**config.mk**
```make
export PLATFORM = sky130hd
export DESIGN_NAME = ss_modulator
export DESIGN_NICKNAME = d
export VERILOG_FILES = /design/src/rtl/ss_modulator_pkg.sv /design/src/rtl/ss_modulator_sine.sv /design/src/rtl/ss_modulator.sv
export SDC_FILE = /design/constraint.sdc
export NUM_CORES = 2
export LEC_CHECK = 0
export CAP_MARGIN = 20
export CORE_UTILIZATION = 46
export DETAILED_ROUTE_END_ITERATION = 7
export GPL_ROUTABILITY_DRIVEN = 0
export SLEW_MARGIN = 25
export SYNTH_ARGS = -nofsm -noshare
export SYNTH_HDL_FRONTEND = slang
export SYNTH_SLANG_ARGS = --single-unit
```
**constraint.sdc**
```tcl
create_clock -name clk -period 31.8 [get_ports clk]
set_input_delay 9.54 -clock clk [delete_from_list [all_inputs] [get_ports clk]]
set_output_delay 9.54 -clock clk [all_outputs]
set_load 0.01 [all_outputs]
```
**src/rtl/ss_modulator_pkg.sv**
```systemverilog
// Shared definitions for the spread-spectrum modulator: register map, PRN field
// layout, datapath widths and the Galois LFSR step shared with the correlator.
package ss_modulator_pkg;

  localparam int SAMPLE_W  = 16;
  localparam int PHASE_W   = 32;
  localparam int LUT_IDX_W = 13;

  localparam logic [31:0] OFF_CONTROL      = 32'h00;
  localparam logic [31:0] OFF_SAMPLE_DIV   = 32'h04;
  localparam logic [31:0] OFF_CARR_ADD     = 32'h08;
  localparam logic [31:0] OFF_CARR_PHASE   = 32'h0C;
  localparam logic [31:0] OFF_CHIP_FREQ    = 32'h10;
  localparam logic [31:0] OFF_CHIP_PHASE   = 32'h14;
  localparam logic [31:0] OFF_PRN          = 32'h18;
  localparam logic [31:0] OFF_AMP          = 32'h1C;
  localparam logic [31:0] OFF_EPOCH_COUNT  = 32'h20;
  localparam logic [31:0] OFF_SAMPLE_COUNT = 32'h24;

  localparam int PRN_HOB_LSB   = 28;
  localparam int PRN_POLY_LSB  = 14;
  localparam int PRN_STATE_LSB = 0;

  localparam logic [13:0] PRN_EPOCH_STATE = 14'h1;

  typedef struct packed {
    logic data_inv;
    logic run;
  } ctrl_t;

  // Galois step: drop the output bit, shift, fold in the polynomial if it was set.
  function automatic logic [13:0] lfsr_step(input logic [13:0] state,
                                            input logic [13:0] poly,
                                            input logic [3:0]  hob);
    logic [13:0] s;
    logic        b;
    b = state[hob];
    s = state;
    s[hob] = 1'b0;
    s = s << 1;
    if (b) s = s ^ poly;
    return s;
  endfunction

endpackage

```
**src/rtl/ss_modulator_sine.sv**
```systemverilog
// Quarter-wave sine table, first quadrant: index 0 -> 0, index 13'h1FFF -> 16'h7FFF.
// Parabolic shape u*(2-u), evaluated combinationally so it maps to a ROM or logic.
module sine (
  input  logic [12:0] v,
  output logic [15:0] sv
);

  logic [26:0] prod;

  assign prod = {14'd0, v} * (27'd16384 - {14'd0, v});
  assign sv   = 16'(prod >> 11);

endmodule

```
**src/rtl/ss_modulator.sv**
```systemverilog
// Spread-spectrum BPSK source: carrier/chip phase accumulators and PRN LFSR feed a
// three-stage sample pipeline (phase, LUT/sign, amplitude scale) behind a register bus.
module ss_modulator
  import ss_modulator_pkg::*;
#(
  parameter logic [31:0] BASE_ADDR = 32'hFE000800
) (
  input  logic                clk,
  input  logic                rst,
  input  logic [31:0]         addr,
  input  logic [31:0]         Wdata,
  input  logic                write,
  input  logic                read,
  output logic [31:0]         Rdata,
  output logic [SAMPLE_W-1:0] DAC,
  output logic                PushDAC,
  output logic                EpochStart
);

  ctrl_t                ctrl;
  logic [31:0]          sample_div, carr_add, chip_freq, prn;
  logic [PHASE_W-1:0]   carr_phase, chip_phase;
  logic [15:0]          amp;
  logic [31:0]          epoch_count, sample_count;
  logic [31:0]          div_cnt;
  logic                 epoch_pend;

  logic [31:0] off;
  logic wr_ctrl, wr_div, wr_cadd, wr_cph, wr_cfreq, wr_chph, wr_prn, wr_amp, wr_ecnt, wr_scnt;

  assign off      = addr - BASE_ADDR;
  assign wr_ctrl  = write && (off == OFF_CONTROL);
  assign wr_div   = write && (off == OFF_SAMPLE_DIV);
  assign wr_cadd  = write && (off == OFF_CARR_ADD);
  assign wr_cph   = write && (off == OFF_CARR_PHASE);
  assign wr_cfreq = write && (off == OFF_CHIP_FREQ);
  assign wr_chph  = write && (off == OFF_CHIP_PHASE);
  assign wr_prn   = write && (off == OFF_PRN);
  assign wr_amp   = write && (off == OFF_AMP);
  assign wr_ecnt  = write && (off == OFF_EPOCH_COUNT);
  assign wr_scnt  = write && (off == OFF_SAMPLE_COUNT);

  logic               tick, step, chip_bit;
  logic [PHASE_W-1:0] carr_next, chip_next;
  logic [13:0]        prn_state, prn_poly, stepped;
  logic [3:0]         prn_hob;

  assign tick      = ctrl.run && (div_cnt == '0);
  assign carr_next = carr_phase + carr_add;
  assign chip_next = chip_phase + chip_freq;
  assign prn_state = prn[PRN_STATE_LSB +: 14];
  assign prn_poly  = prn[PRN_POLY_LSB +: 14];
  assign prn_hob   = prn[PRN_HOB_LSB +: 4];
  assign chip_bit  = prn_state[prn_hob];
  assign step      = tick && !chip_phase[PHASE_W-1] && chip_next[PHASE_W-1];
  assign stepped   = lfsr_step(prn_state, prn_poly, prn_hob);

  logic                 s1_valid, s1_neg, s1_odd, s1_epoch;
  logic [LUT_IDX_W-1:0] s1_idx;
  logic                 s2_valid, s2_epoch;
  logic [SAMPLE_W-1:0]  s2_m;

  always_ff @(posedge clk or posedge rst) begin
    if (rst) begin
      div_cnt <= '0;
    end else if (!ctrl.run) begin
      div_cnt <= '0;
    end else if (tick) begin
      div_cnt <= sample_div;
    end else begin
      div_cnt <= div_cnt - 32'd1;
    end
  end

  // Bus writes win over the tick update of the same register.
  always_ff @(posedge clk or posedge rst) begin
    if (rst) begin
      ctrl         <= '0;
      sample_div   <= '0;
      carr_add     <= '0;
      carr_phase   <= '0;
      chip_freq    <= '0;
      chip_phase   <= '0;
      prn          <= '0;
      amp          <= '0;
      epoch_count  <= '0;
      sample_count <= '0;
      epoch_pend   <= 1'b0;
    end else begin
      if (wr_ctrl)  ctrl       <= ctrl_t'(Wdata[1:0]);
      if (wr_div)   sample_div <= Wdata;
      if (wr_cadd)  carr_add   <= Wdata;
      if (wr_cfreq) chip_freq  <= Wdata;
      if (wr_amp)   amp        <= Wdata[15:0];

      if (wr_cph)      carr_phase <= Wdata;
      else if (tick)   carr_phase <= carr_next;

      if (wr_chph)     chip_phase <= Wdata;
      else if (tick)   chip_phase <= chip_next;

      if (wr_prn)      prn <= Wdata;
      else if (step)   prn[PRN_STATE_LSB +: 14] <= stepped;

      if (tick)        epoch_pend <= step && (stepped == PRN_EPOCH_STATE);

      if (wr_ecnt)                    epoch_count <= Wdata;
      else if (s2_valid && s2_epoch)  epoch_count <= epoch_count + 32'd1;

      if (wr_scnt)       sample_count <= Wdata;
      else if (s2_valid) sample_count <= sample_count + 32'd1;
    end
  end

  logic [LUT_IDX_W-1:0] v;
  logic [SAMPLE_W-1:0]  sv, m;
  logic signed [33:0]   prod;

  assign v    = s1_odd ? ~s1_idx : s1_idx;
  assign m    = !s1_neg ? sv : ((sv == 16'h8000) ? 16'h7FFF : -sv);
  assign prod = $signed({s2_m[SAMPLE_W-1], s2_m}) * $signed({1'b0, amp});

  sine u_sine (
    .v  (v),
    .sv (sv)
  );

  always_ff @(posedge clk or posedge rst) begin
    if (rst) begin
      s1_valid   <= 1'b0;
      s1_neg     <= 1'b0;
      s1_odd     <= 1'b0;
      s1_epoch   <= 1'b0;
      s1_idx     <= '0;
      s2_valid   <= 1'b0;
      s2_epoch   <= 1'b0;
      s2_m       <= '0;
      DAC        <= '0;
      PushDAC    <= 1'b0;
      EpochStart <= 1'b0;
    end else begin
      s1_valid <= tick;
      if (tick) begin
        s1_neg   <= carr_phase[31] ^ chip_bit ^ ctrl.data_inv;
        s1_odd   <= carr_phase[30];
        s1_idx   <= carr_phase[29:17];
        s1_epoch <= epoch_pend;
      end
      s2_valid <= s1_valid;
      s2_m     <= m;
      s2_epoch <= s1_epoch;
      PushDAC    <= s2_valid;
      EpochStart <= s2_valid && s2_epoch;
      if (s2_valid) DAC <= 16'(prod >>> 16);
    end
  end

  always_comb begin
    Rdata = '0;
    if (!rst && read) begin
      case (off)
        OFF_CONTROL:      Rdata = {30'd0, ctrl};
        OFF_SAMPLE_DIV:   Rdata = sample_div;
        OFF_CARR_ADD:     Rdata = carr_add;
        OFF_CARR_PHASE:   Rdata = carr_phase;
        OFF_CHIP_FREQ:    Rdata = chip_freq;
        OFF_CHIP_PHASE:   Rdata = chip_phase;
        OFF_PRN:          Rdata = prn;
        OFF_AMP:          Rdata = {16'd0, amp};
        OFF_EPOCH_COUNT:  Rdata = epoch_count;
        OFF_SAMPLE_COUNT: Rdata = sample_count;
        default:          Rdata = '0;
      endcase
    end
  end

endmodule

```
== Word level (Yosys, flattened, before mapping) ==
Index checks and enable logic that the tools add are counted.
Word-level totals
  flip-flop bits (word level): 360
  input bits: 68
  logic and storage cells: 102
  output and inout port bits: 50
Cells by class
  muxes and demuxes: 22
  order comparisons: 2
  bitwise logic cells: 6
  multiply operators: 2
  equal/unequal tests: 11
  reductions and logical operators: 26
  add/sub/neg operators: 8
Operators by type and width (count)
  two-way mux 32 bit: 11
  one-hot mux 32 bit (10 select lines): 1
  == test 32 x 5 -> 1 bit (second input constant): 4
  adder 32 x 1 -> 32 bit (second input constant): 2
  adder 32 bit: 2
  == test 32 x 4 -> 1 bit (second input constant): 2
  == test 32 x 6 -> 1 bit (second input constant): 2
  logical NOT 32 bit: 2
  two-way mux 14 bit: 3
  == test 32 x 3 -> 1 bit (second input constant): 1
  multiplier 16 x 17 -> 32 bit: 1
  two-way mux 16 bit: 2
  subtractor 32 x 1 -> 32 bit (second input constant): 1
  subtractor 32 bit (second input constant): 1
  multiplier 13 x 27 -> 27 bit: 1
  NOT 13 bit: 2
  logical AND 1 bit: 17
  == test 16 bit (second input constant): 1
  negation 16 bit: 1
  subtractor 15 x 13 -> 16 bit (first input constant): 1
  == test 14 x 1 -> 1 bit (second input constant): 1
  XOR 14 bit: 1
  bitwise AND 13 bit: 1
  two-way mux 13 bit: 1
  8 further kinds: 15

== Logic depth before layout (Yosys ltp) ==
  word-level depth: 10
  depth in mapped cells: 34
  depth with buffers taken out: 30

== Hierarchy ==
From an unflattened synthesis, not the netlist that was laid out.
Unflattened totals
  cells, all modules: 3904
  area, all modules: 35947.0 um^2
Modules (own cells, without submodules)
  ss_modulator: sequential area each 9008.6 um^2, cells each 3199, area an instance 29413.2 um^2, instances 1
  sine: sequential area each 0.0 um^2, cells each 705, area an instance 6533.8 um^2, instances 1

== Least setup slack after synthesis ==
No wires, ideal clock.
  path kind: input -> output
  start: in rst
  end: out Rdata[0]
  path buffers: 2
  path slack: 4022 ps
  arrival time: 18238 ps
  data required time: 22260 ps
  stages: 6
  path through: inv_1 nand4_1 or2_2 clkbuf_1 clkbuf_1 a31oi_1
On the way
  cells in the longest elaborated chain, start to end: 3
Ends and longest elaborated chain
  start, declared: RTL line ss_modulator.sv:9  | input logic rst,
  logical NOT 1 bit: RTL line ss_modulator.sv:160  | if (!rst && read) begin
  logical AND 1 bit: RTL line ss_modulator.sv:160
  two-way mux 32 bit: RTL line ss_modulator.sv:160
  end, declared: RTL line ss_modulator.sv:14  | output logic [31:0] Rdata,
Every way passes these cells.

== Worst setup path in the final report ==
  start: in addr[11]
  end: out Rdata[9]
On the way
  cells in the longest elaborated chain, start to end: 4
  elaborated cells between the ends (all ways): 13
  those cells by class: add/sub: 1; eq/ne: 9; mux: 2; reduce/logical: 1
Ends and longest elaborated chain
  start, declared: RTL line ss_modulator.sv:10  | input logic [31:0] addr,
  subtractor 32 bit *: RTL line ss_modulator.sv:31  | assign off = addr - BASE_ADDR;
  == test 32 x 6 -> 1 bit, or another cell as far along: RTL line ss_modulator.sv:161  | case (off)
  one-hot mux 32 bit (10 select lines) *: RTL line ss_modulator.sv:161
  two-way mux 32 bit *: RTL line ss_modulator.sv:160
Mark *: on every way between the ends. The rest lies on a longest branch, timed or not.

==> results.md <==
- unrepaired setup endpoints after global routing: no
- most used flip-flop cell after synthesis: dfrtp_1
- global-route usage over all layers: 27.5%
- number of placement rows: 101
- path type of the worst setup path: in2out
- largest net degree at the start of global routing: 170
- detailed placer's ending HPWL: 80800 µm
- total met3 wirelength after detailed routing: 7130 µm
- clock transition at the registers of the reported paths: 0.06 ns
- number of cells after detailed placement: 4835
- total wire length after detailed routing: 105000 µm
- path category of the worst min-delay check: reg2reg
- maximum buffer depth of the clock tree: 3
- post-layout net count: 4513
- maximum single-stage delay on the critical path: 0.72 ns
- minimum setup slack after placement: 7.75 ns
- top sig layer: met5
- power density over the cells: 25.9 nW/µm²
- total gr overflow: 0
- number of iterations in the first detailed-routing pass: 8
- metal2 WL: 47900 µm
- Finished Core Util: 51.1%
- clock tree from TritonCTS: yes
- number of antenna violations at the first check in global routing: 5
- number of max-cap violations: 0
- timing endpoint of the critical path: Rdata[9]
- Syn-to-layout area delta: 9.75%
- highest fanout seen on the critical path: 33
- reg-to-reg slack, setup: 22.38 ns
- final worst setup slack: 7.58 ns
- fraction of layout cells with a size suffix above 1: 7.48%
- data arrival time of the critical path: 14.68 ns
- Avg Synthesized Cell Area: 9.20 µm²
- Initial Utilization: 46.6%
- clock period minus worst slack: 24.22 ns
- R2R Path Start: s1_odd
- Port-buffer cells: 117
- beginning of the critical path: addr[11]
- clock root buffer master: clkbuf_16
- result of the run: finished, violations left
- Yosys warnings: 0
- final setup fails: 0
- fraction of synthesis flops using an asynchronous set or reset pin: 100%
- Final Cycle Share: 76.1%
- worst min-delay path startpoint: s1_valid
- worst slew margin relative to its limit: 32.6%
- post-layout total power: 1.00 mW
- count of clock tree sinks: 360
- Fin Setup TNS: 0 ns
- Hold Slack: 0.361 ns
- end of the worst register-to-register path: s2_m[14]
- wl on met1: 45800 µm
- # IOs: 118
- Top Family by Delay on Critical Path: simple AND/OR/NAND/NOR gates
- wire length per cell: 21.4 µm
- data required time of the worst path: 22.26 ns
- final-report max-slew violation count: 0
- detailed-route DRC error count: 8
- number of buffers added for setup after CTS: 0
- number of non-filler instances in the completed layout: 4911
- violated checks: DRC
- logic depth of the worst register-to-register path: 24
- count of mapped cells out of synthesis: 3842
- Area after DPL: 37400 µm²
- H-tree depth: 2
- cell breakdown of the critical path: clkdlybuf4s50_1 -> inv_1 -> ha_1 -> or4b_2 -> nor4_1 -> nand4_1 -> nor2_1 -> o2111ai_2 -> or3b_4 -> nor2_4 -> a222oi_1 -> a31oi_1 -> clkdlybuf4s50_1
- cts bufs inserted: 40
- Max Fclk: 0.0413 GHz
- Iter 0 DRT Violations: 2603
- number of global-route vias before repair: 27684
- post-synthesis sequential area ratio: 25.5%
- count of cell instances traversed by the critical path: 13
- synth unique cells: 99
- post-DR vias/cell: 5.69
- peak supply drop: 0.0000354 V
- die outline area: 78000 µm²
- cell area after synthesis: 35400 µm²
- die height: 279 µm
- most frequent cell on the critical path: clkdlybuf4s50_1
- CP endpoint kind: output pin
- hold-fix buffer count after cts: 0
- area of the core: 75900 µm²
- Hold Fails Final Rpt: 0
- startpoint type of the worst setup path: input pin
- count of buffering cells on the critical path with inverters included: 3
- post-detailed-route count of antenna-violating nets: 0
- synthesized flop and latch total: 360
- critical-path cell with the highest stage delay: a31oi_1
- transition time at the pin with the least slew margin: 1.00 ns
- cell area after layout: 38800 µm²
- first-pass GRT wire length: 166000 µm
- clock latency on the worst-skew pair: 0.62 ns
- leakage dissipation: 18.3 nW
- count of flip-flops with a built-in enable after synthesis: 0
- via count: 27929
- width of the chip: 279 µm
- final setup skew: 0.0453 ns
- CTS-repair resized insts: 0
==> kinds of logic after synthesis <==
kind of cell | share of synthesized area, %
adder cells (fa/ha/maj) | 28.3
XOR/XNOR | 5.33
flip-flops | 25.5
AO/OA/AOI/OAI | 13.0
multiplexers | 4.65
AND/OR/NAND/NOR | 16.0
buffers and inverters | 7.24
other | 0.0212
==> flip-flops by register name, indices dropped and copies added (netlist names), 2 cells and up <==
register	flops
carr_add	32
carr_phase	32
chip_freq	32
chip_phase	32
div_cnt	32
epoch_count	32
prn	32
sample_count	32
sample_div	32
DAC	16
amp	16
s2_m	16
s1_idx	13
ctrl	2
==> synthesized netlist by cell type (9+ instances only) <==
cell | n | area (µm²)
a211oi_1 | 12 | 90.1
a21o_1 | 44 | 330
a21oi_1 | 186 | 931
a221oi_1 | 21 | 184
a222oi_1 | 44 | 440
a22o_1 | 17 | 149
a22oi_1 | 38 | 285
a31oi_1 | 50 | 313
and2_1 | 120 | 751
and3_1 | 35 | 219
buf_1 | 17 | 63.8
buf_2 | 41 | 205
clkbuf_1 | 134 | 503
dfrtp_1 | 360 | 9010
fa_1 | 336 | 6730
ha_1 | 261 | 3270
inv_1 | 456 | 1710
mux2_2 | 126 | 1420
mux2i_1 | 10 | 100
nand2_1 | 444 | 1670
nand2b_1 | 80 | 500
nand3_1 | 55 | 275
nand3b_1 | 9 | 67.6
nand4_1 | 26 | 163
nor2_1 | 278 | 1040
nor2b_1 | 13 | 81.3
nor3_1 | 47 | 235
nor4_1 | 13 | 81.3
o211a_1 | 23 | 230
o211ai_1 | 13 | 97.6
o21a_1 | 16 | 120
o21ai_0 | 99 | 495
o21ai_1 | 25 | 125
o22ai_1 | 16 | 100
or3_1 | 21 | 131
xnor2_1 | 115 | 1010
xor2_1 | 100 | 876
==> how the worst min path moves through the flow <==
stage	end	cells after the start
2_1_floorplan	s2_valid	0
3_3_place_gp	s2_valid	0
3_5_place_dp	s2_valid	0
4_1_cts	s2_valid	0
5_1_grt	s2_valid	0
6_report	s2_valid	0
==> cells in the final DEF (no fill, tap or decap), types with 46 or more instances in the layout <==
master             n
a21oi_1          186
a31oi_1           50
and2_1           119
clkdlybuf4s50_1  117
dfrtp_1          360
fa_1             336
ha_1             261
inv_1            455
mux2_2           126
nand2_1          442
nand2b_1          79
nand3_1           55
nor2_1           277
nor3_1            46
o21ai_0           99
xnor2_1          115
xor2_1           100
==> worst register-to-register path, stage by stage (launching register included) <==
cell and delay (ns):
dfrtp_1 0.68, xnor2_1 0.59, inv_1 0.39, nor3_1 0.41, nand3_1 0.19, nor3_1 0.20, ha_1 0.45, nor2_1 0.13
fa_1 0.53, inv_1 0.06, fa_1 0.54, inv_1 0.06, fa_1 0.52, fa_1 0.48, fa_1 0.54, ha_1 0.39
nand3_1 0.14, o31ai_1 0.82, a21o_1 0.30, mux2_2 0.37, or2_4 0.27, or4_1 0.55, or3_1 0.35, o21a_1 0.18
o21a_1 0.16
==> layer usage <==
metal / up-vias / GRT usage (%)
met1: 13821 / 38.3
met4: 2 / 10.6
met5: - / 0
met3: 202 / 3.79
met2: 1053 / 43.4
li1: 12851 / -
==> area by class of cell <==
type	count	area (µm²)
fill	7128	37100
multi-input combinational	2831	23900
sequential	360	9010
inverter	458	1730
timing repair buffer	157	1500
tap	1030	1290
clock buffer	51	1120
clock inverter	21	270
antenna	3	7.51
==> report_power, final <==
part,switching (mW),total (mW),internal (mW)
clock,0.216,0.502,0.286
combinational,0.0272,0.0402,0.0130
sequential,0.00393,0.462,0.459
total,0.247,1.00,0.757
No activity file was read; power rests on OpenSTA's default activity.
